`src/rtl/can_af_pkg.sv`:
```
// Shared types and helpers for the CAN acceptance filter.
// Statistics counters are built only when CAN_AF_STATS_EN is defined.
package can_af_pkg;

    localparam int CAN_AF_ID_W  = 32;
    localparam int CAN_AF_MSG_W = 128;

    typedef enum logic [1:0] {
        S_IDLE      = 2'd0,
        S_EVAL      = 2'd1,
        S_WAIT_FIFO = 2'd2,
        S_WRITE     = 2'd3
    } af_state_t;

    function automatic logic af_match(
        input logic [CAN_AF_ID_W-1:0] id,
        input logic [CAN_AF_ID_W-1:0] mask,
        input logic [CAN_AF_ID_W-1:0] ref_id
    );
        return (id & mask) == (ref_id & mask);
    endfunction

endpackage

```
`src/rtl/can_af_match_unit.sv`:
```
// Per-filter mask/ID compare with lowest-index priority encode.
// An all-zero enable vector means pass-all with index 0.
module can_af_match_unit
    import can_af_pkg::*;
#(
    parameter int NUM_FILTERS = 4,
    parameter int ID_W        = CAN_AF_ID_W,
    parameter int IDX_W       = 2
) (
    input  logic [ID_W-1:0]             i_id,
    input  logic [NUM_FILTERS*ID_W-1:0] i_afmr,
    input  logic [NUM_FILTERS*ID_W-1:0] i_afir,
    input  logic [NUM_FILTERS-1:0]      i_uaf,
    output logic                        o_accept,
    output logic [IDX_W-1:0]            o_hit_idx
);

    logic [NUM_FILTERS-1:0] w_hit;

    for (genvar k = 0; k < NUM_FILTERS; k++) begin : g_flt
        logic [ID_W-1:0] w_m;
        logic [ID_W-1:0] w_r;
        assign w_m = i_afmr[k*ID_W +: ID_W];
        assign w_r = i_afir[k*ID_W +: ID_W];
        if (ID_W == CAN_AF_ID_W) begin : g_fn
            assign w_hit[k] = i_uaf[k] && af_match(i_id, w_m, w_r);
        end else begin : g_inl
            assign w_hit[k] = i_uaf[k] &&
                              ((i_id & w_m) == (w_r & w_m));
        end
    end

    always_comb begin
        o_accept  = (|w_hit) || (i_uaf == '0);
        o_hit_idx = '0;
        // Walk downward so the lowest matching filter wins.
        for (int k = NUM_FILTERS - 1; k >= 0; k--) begin
            if (w_hit[k]) begin
                o_hit_idx = IDX_W'(k);
            end
        end
    end

endmodule

```
`src/rtl/can_acceptance_filter_n.sv`:
```
// CAN RX acceptance filter: capture, evaluate, FIFO write with wait.
// Define CAN_AF_STATS_EN to build the reject/overrun counters.
module can_acceptance_filter_n
    import can_af_pkg::*;
#(
    parameter int NUM_FILTERS = 4,
    parameter int MSG_W       = CAN_AF_MSG_W,
    parameter int ID_W        = CAN_AF_ID_W,
    parameter int CNT_W       = 16,
    localparam int IDX_W      = (NUM_FILTERS > 1) ?
                                $clog2(NUM_FILTERS) : 1
) (
    input  logic                        i_sys_clk,
    input  logic                        i_reset,
    input  logic                        i_can_ready,
    input  logic [MSG_W-1:0]            i_rx_message,
    input  logic [NUM_FILTERS*ID_W-1:0] i_afmr,
    input  logic [NUM_FILTERS*ID_W-1:0] i_afir,
    input  logic [NUM_FILTERS-1:0]      i_uaf,
    input  logic                        i_rx_full,
    output logic                        o_rx_w_en,
    output logic [MSG_W-1:0]            o_rx_fifo_w_data,
    output logic                        o_acfbsy,
    output logic [IDX_W-1:0]            o_af_hit_idx,
    output logic [CNT_W-1:0]            o_reject_cnt,
    output logic [CNT_W-1:0]            o_overrun_cnt
);

    af_state_t        r_state;
    af_state_t        w_next;
    logic [MSG_W-1:0] r_data;
    logic [IDX_W-1:0] r_hit_idx;
    logic             w_accept;
    logic [IDX_W-1:0] w_hit_idx;

    can_af_match_unit #(
        .NUM_FILTERS (NUM_FILTERS),
        .ID_W        (ID_W),
        .IDX_W       (IDX_W)
    ) u_match (
        .i_id      (r_data[MSG_W-1 -: ID_W]),
        .i_afmr    (i_afmr),
        .i_afir    (i_afir),
        .i_uaf     (i_uaf),
        .o_accept  (w_accept),
        .o_hit_idx (w_hit_idx)
    );

    always_comb begin
        w_next = r_state;
        unique case (r_state)
            S_IDLE: begin
                if (i_can_ready) w_next = S_EVAL;
            end
            S_EVAL: begin
                if (!w_accept)     w_next = S_IDLE;
                else if (i_rx_full) w_next = S_WAIT_FIFO;
                else               w_next = S_WRITE;
            end
            S_WAIT_FIFO: begin
                if (!i_rx_full) w_next = S_WRITE;
            end
            S_WRITE: w_next = S_IDLE;
            default: w_next = S_IDLE;
        endcase
    end

    always_ff @(posedge i_sys_clk) begin
        if (i_reset) begin
            r_state   <= S_IDLE;
            r_data    <= '0;
            r_hit_idx <= '0;
        end else begin
            r_state <= w_next;
            if (r_state == S_IDLE && i_can_ready) begin
                r_data <= i_rx_message;
            end
            if (r_state == S_EVAL && w_accept) begin
                r_hit_idx <= w_hit_idx;
            end
        end
    end

    assign o_rx_w_en        = (r_state == S_WRITE);
    assign o_acfbsy         = (r_state != S_IDLE);
    assign o_rx_fifo_w_data = r_data;
    assign o_af_hit_idx     = r_hit_idx;

`ifdef CAN_AF_STATS_EN
    logic             w_reject;
    logic             w_overrun;
    logic [CNT_W-1:0] r_reject_cnt;
    logic [CNT_W-1:0] r_overrun_cnt;

    assign w_reject  = (r_state == S_EVAL) && !w_accept;
    assign w_overrun = (r_state != S_IDLE) && i_can_ready;

    // Both counters stick at all-ones rather than wrap.
    always_ff @(posedge i_sys_clk) begin
        if (i_reset) begin
            r_reject_cnt  <= '0;
            r_overrun_cnt <= '0;
        end else begin
            if (w_reject && !(&r_reject_cnt)) begin
                r_reject_cnt <= r_reject_cnt + CNT_W'(1);
            end
            if (w_overrun && !(&r_overrun_cnt)) begin
                r_overrun_cnt <= r_overrun_cnt + CNT_W'(1);
            end
        end
    end

    assign o_reject_cnt  = r_reject_cnt;
    assign o_overrun_cnt = r_overrun_cnt;
`else
    assign o_reject_cnt  = '0;
    assign o_overrun_cnt = '0;
`endif

endmodule
```
`config.mk`:
```
export PLATFORM = sky130hd
export DESIGN_NAME = can_acceptance_filter_n
export DESIGN_NICKNAME = d
export VERILOG_FILES = /design/src/rtl/can_af_pkg.sv /design/src/rtl/can_af_match_unit.sv /design/src/rtl/can_acceptance_filter_n.sv
export SDC_FILE = /design/constraint.sdc
export NUM_CORES = 1
export LEC_CHECK = 0
export CORE_AREA = 2 2 213 215
export CTS_CLUSTER_SIZE = 14
export DETAILED_ROUTE_END_ITERATION = 16
export DIE_AREA = 0 0 215 217
export HOLD_SLACK_MARGIN = 0.02
export SLEW_MARGIN = 20
export SYNTH_ARGS = -nofsm -noshare
export SYNTH_HDL_FRONTEND = slang
export SYNTH_HIERARCHICAL = 1
export SYNTH_SLANG_ARGS = --single-unit
```
`constraint.sdc`:
```
create_clock -name i_sys_clk -period 4.9 [get_ports i_sys_clk]
set_input_delay 1.225 -clock i_sys_clk [delete_from_list [all_inputs] [get_ports i_sys_clk]]
set_output_delay 1.225 -clock i_sys_clk [all_outputs]
set_load 0.01 [all_outputs]
```
# == Word level (Yosys, flattened, before mapping) ==
# Cells that the tools add are included.
# totals
register_bits,132
inputBits,392
# op_classes
n_eq_ne,9
reduce_logical,12
n_bitwise,8
mux,9
# ops
operator,n
32-bit bitwise AND,8
32-bit == test,4
2-bit two-way mux,7
2-bit one-hot mux with 4 select lines,1
1-bit logical AND,6
"2-bit == test, second input constant",2
4-bit zero test,1
"2-bit != test, second input constant",2
4-bit OR reduction,1
"2-bit by 1-bit == test with 1-bit output, second input constant",1
2-bit zero test,1
2-bit AND reduction,1
2-bit nonzero test,1
1-bit logical OR,1
1-bit two-way mux,1

# == Depth between registers and ports, before layout ==
# logic_depth
ltp_word,7
ltp_mapped,8

# == Cells and area by module ==
# The synthesis kept the hierarchy.
# by_module_without_submodules
mod,seq_area_each_um2,area_each_um2,n_inst,cells_per_inst
can_acceptance_filter_n,2642.5,6148.4,1,608
can_af_match_unit,0.0,1819.2,1,220

# == Least setup slack after synthesis ==
# Ideal clock, no wire load.
# synth_timing
path_type,input port to flip-flop
start,input port i_afir[84]
end,register r_hit_idx[0] (netlist: o_af_hit_idx[0])
setup_time_ps,72
setup_slack_ps,2102
path_buffers,0
arrival_time_ps,2726
stages,8
path_cell_list,xor2_1 -> a22oi_1 -> nand4_1 -> or3_4 -> o2bb2a_4 -> nand3_1 -> and3b_1 -> mux2i_1
# synth_via
elab_chain_len,6
elab_cells_between_ends,9
classes_between,eq/ne: 1; mux: 3; bitwise: 1; reduce/logical: 4
# synth_lines
element,line_no,text
start: declaration,can_acceptance_filter_n.sv:18,"input logic [NUM_FILTERS*ID_W-1:0] i_afir,"
32-bit bitwise AND,can_af_pkg.sv:20,return (id & mask) == (ref_id & mask);
32-bit == test,can_af_pkg.sv:20,
1-bit logical AND,can_af_match_unit.sv:26,"assign w_hit[k] = i_uaf[k] && af_match(i_id, w_m, w_r);"
4-bit OR reduction,can_af_match_unit.sv:34,o_accept = (|w_hit) || (i_uaf == '0);
1-bit logical OR,can_af_match_unit.sv:34,
via w_accept,can_acceptance_filter_n.sv:33,logic w_accept;
1-bit logical AND,can_acceptance_filter_n.sv:78,if (r_state == S_EVAL && w_accept) begin
end signal: assignment,can_acceptance_filter_n.sv:79,r_hit_idx <= w_hit_idx;
end: declaration,can_acceptance_filter_n.sv:32,logic [IDX_W-1:0] r_hit_idx;
# The timed path passes the listed nets, and every way through them passes these cells.
# A chain may end at the register's enable or synchronous reset.

# == Final worst setup path ==
# layout_timing
start,input port i_afir[26]
end,register r_hit_idx[1] (netlist: o_af_hit_idx[1])
# Same word-level chain as after synthesis.

==> summary.txt <==
status - finished clean
total core area - 0.0447 sq mm
Worst Tran Pin Value - 893 ps
# hold bufs at CTS - 0
crit share post-route - 69.2%
antenna violations before repair - 4
unrepaired setup endpoints after global routing - false
Layout Cells excl Fill - 1951
first-pass GRT wire length - 56100 um
Layout area overhead - 79.8%
worst r2r src - o_rx_fifo_w_data[122]$_SDFFE_PP0P_
CP endpoint kind - flop
Multi-input gate area - 0.00495 sq mm
input/output buffers - 523
final setup violation count - 0
Setup CP Type - primary input to flop
register area share after synthesis - 33.2%
Clk Latency, worst-skew pair - 450 ps
Cells after Synth - 828
maximum clock insertion buffer count - 2
Flop pwr share - 35.4%
gr usage total - 16.7%
Min Hold Slack - 472 ps
Int Power - 2.56 mW
WP buf/inv - 1
Sw Ratio - 27.4%
drt pass-1 iters - 4
CTS sink cnt - 132
hold path depth - 2
synth unique cells - 34
R2R setup slack - 1890 ps
CP Launch Type - primary input
count of final max-slew check failures - 0
number of routed nets with antenna violations - 0
io pins - 556
Setup crit end - o_af_hit_idx[1]$_SDFFE_PP0P_
Post-synth top flop - dfxtp_1
Clock power frac - 38.0%
postcts setup bufs - 0
root buffer cell - clkbuf_16
final setup TNS - 0 ps
Die W - 215 um
total power - 3.52 mW
hold crit path type - flop to flop
Max transition margin - 40.5%
Post-route DRC - 0
Levels on crit path - 9
fillers - 4674
worst-path cell chain - clkdlybuf4s50_1 > xor2_1 > a22o_1 > a221oi_1 > and3_1 > a22oi_1 > nand3_1 > and3b_1 > mux2i_1
Clk pin slew, worst setup/hold paths - 60 ps
Slowest Stage Delay on Critical Path - 580 ps
synth warn - 6
reg-to-reg endpoint - o_af_hit_idx[1]$_SDFFE_PP0P_
Gate power share - 26.7%
Hold Violations, Final - 0
remaining global-route overflow - 0
Rows - 78
Final Skew - 15.1 ps
Core Util, Final - 32.0%
Initial DRC Count - 304
CP top delay family - compound AO/OA/AOI/OAI gates
FF+latch count, synth - 132
critical path peak fanout - 3
placed wire-length estimate - 32800 um
CTS tree - done
Final Net Count - 1728
GP Congestion - 0.956
Period minus WS final - 3390 ps
final WL - 40100 um
Sw Pwr - 0.963 mW
FF/Latch Area - 0.00264 sq mm
Fmax - 295 MHz
vias in the first global route - 8135
max cap viols - 0
Worst Path Required - 5270 ps
P per Cell Area - 246 mW/mm^2
Worst setup startpoint - i_afir[26]
Die Y-Extent - 217 um
crit path DAT - 3760 ps
H-tree Lvls - 4
TritonCTS buffer count - 17
share of layout cells above drive strength 1 - 3.41%
peak supply drop - 0.236 mV
ys async rst share - 0%
Starting Density - 17.8%
reg2reg path depth - 8
largest net degree at the start of global routing - 169
via/cell ratio - 3.98
Post-synth EDFFs - 0
slowest CP cell - a221oi_1
die area - 0.0467 sq mm
Placed Instances - 1917
Syn Std Cell Area - 0.00797 sq mm
post-cts sizing count - 0
via count - 7768
leakage power - 5.72 nW
syn avg cell area - 9.62 sq um
Routed wire per std cell - 20.5 um
## per-stage QoR
stage	worst slack (ps)	cell area, sq um
floorplan	2100	8080
global placement	985	13700
detailed placement	971	13700
CTS	1420	14300
global route	1400	14300
finish	1510	14300
## worst min-delay path: stages, from the launching register on
cell and delay, ps:
dfxtp_1 310, nand2b_1 60, mux2i_1 50
## flip-flops by register name, indices dropped and copies added, names as in the netlist, named ones only
signal / flops
o_af_hit_idx: 2
o_rx_fifo_w_data: 128
r_state: 1
## power by group through the flow
stage	Sequential, mW	Combinational [mW]	Clock [mW]
floorplan	1.26	0.350	0
global placement	1.27	0.938	0
detailed placement	1.27	0.944	0
CTS	1.25	0.950	1.38
global route	1.26	1.00	1.43
finish	1.25	0.940	1.34
## synthesized netlist by cell type (all sizes together), types with 2 or more instances
| cell type | count | area, sq um |
|---|---|---|
| nand2b | 260 | 1630 |
| dfxtp | 132 | 2640 |
| mux2i | 130 | 1300 |
| xor2 | 128 | 1120 |
| buf | 49 | 399 |
| a22oi | 44 | 330 |
| clkbuf | 26 | 97.6 |
| nand4 | 13 | 87.6 |
| a221oi | 7 | 61.3 |
| a22o | 7 | 61.3 |
| nand2 | 5 | 18.8 |
| a222oi | 4 | 40.0 |
| and3 | 3 | 18.8 |
| nor3 | 3 | 15.0 |
| nor2b | 2 | 20.0 |
| nor3b | 2 | 20.0 |
## layer usage
metal,routed length [um],track usage [%]
met5,9,0
met4,699,5.15
met3,3000,5.73
met2,20700,30.9
met1,15600,17.9
## cell usage in the layout (no fill, tap or decap), drive strengths merged, types with 2 or more instances in the layout
cell and count:
clkinv 4, nor3b 2, a22oi 44, conb 32, clkdlybuf4s50 522, buf 11
nand2b 260, bufinv 2, a222oi 4, and3 3, mux2i 130, diode 3
nand2 5, xor2 128, nor2b 2, nor3 3, dfxtp 132, a221oi 7
a22o 7, clkbuf 24, nand4 13
## layout make-up
class,count,area share (%)
clock inverters,7,0.664
clock buffers,24,3.57
well taps,600,5.24
repair buffers,533,37.5
multi-input cells,651,34.5
flip-flops and latches,132,18.4
inverters,1,0.0262
diodes,3,0.0524
## cells by family after synthesis
group | after synthesis | share of synthesized area, %
AND/OR/NAND/NOR | 295 | 23.4
flip-flops | 132 | 33.2
other | 1 | 0.0471
AO/OA/AOI/OAI | 66 | 6.74
buffers and inverters | 76 | 6.28
XOR/XNOR | 128 | 14.1
multiplexers | 130 | 16.3
## worst min-delay path by stage
| stage | from | end |
|---|---|---|
| final | o_rx_fifo_w_data[47]$_SDFFE_PP0P_ | o_rx_fifo_w_data[47]$_SDFFE_PP0P_ |
| after global routing | o_rx_fifo_w_data[65]$_SDFFE_PP0P_ | o_rx_fifo_w_data[65]$_SDFFE_PP0P_ |
| after CTS | o_rx_fifo_w_data[47]$_SDFFE_PP0P_ | o_rx_fifo_w_data[47]$_SDFFE_PP0P_ |
| after detailed placement | o_rx_fifo_w_data[43]$_SDFFE_PP0P_ | o_rx_fifo_w_data[43]$_SDFFE_PP0P_ |
| after global placement | o_rx_fifo_w_data[42]$_SDFFE_PP0P_ | o_rx_fifo_w_data[42]$_SDFFE_PP0P_ |
| after floorplan | o_af_hit_idx[0]$_SDFFE_PP0P_ | o_af_hit_idx[0]$_SDFFE_PP0P_ |
(Power assumes the default switching activity.)
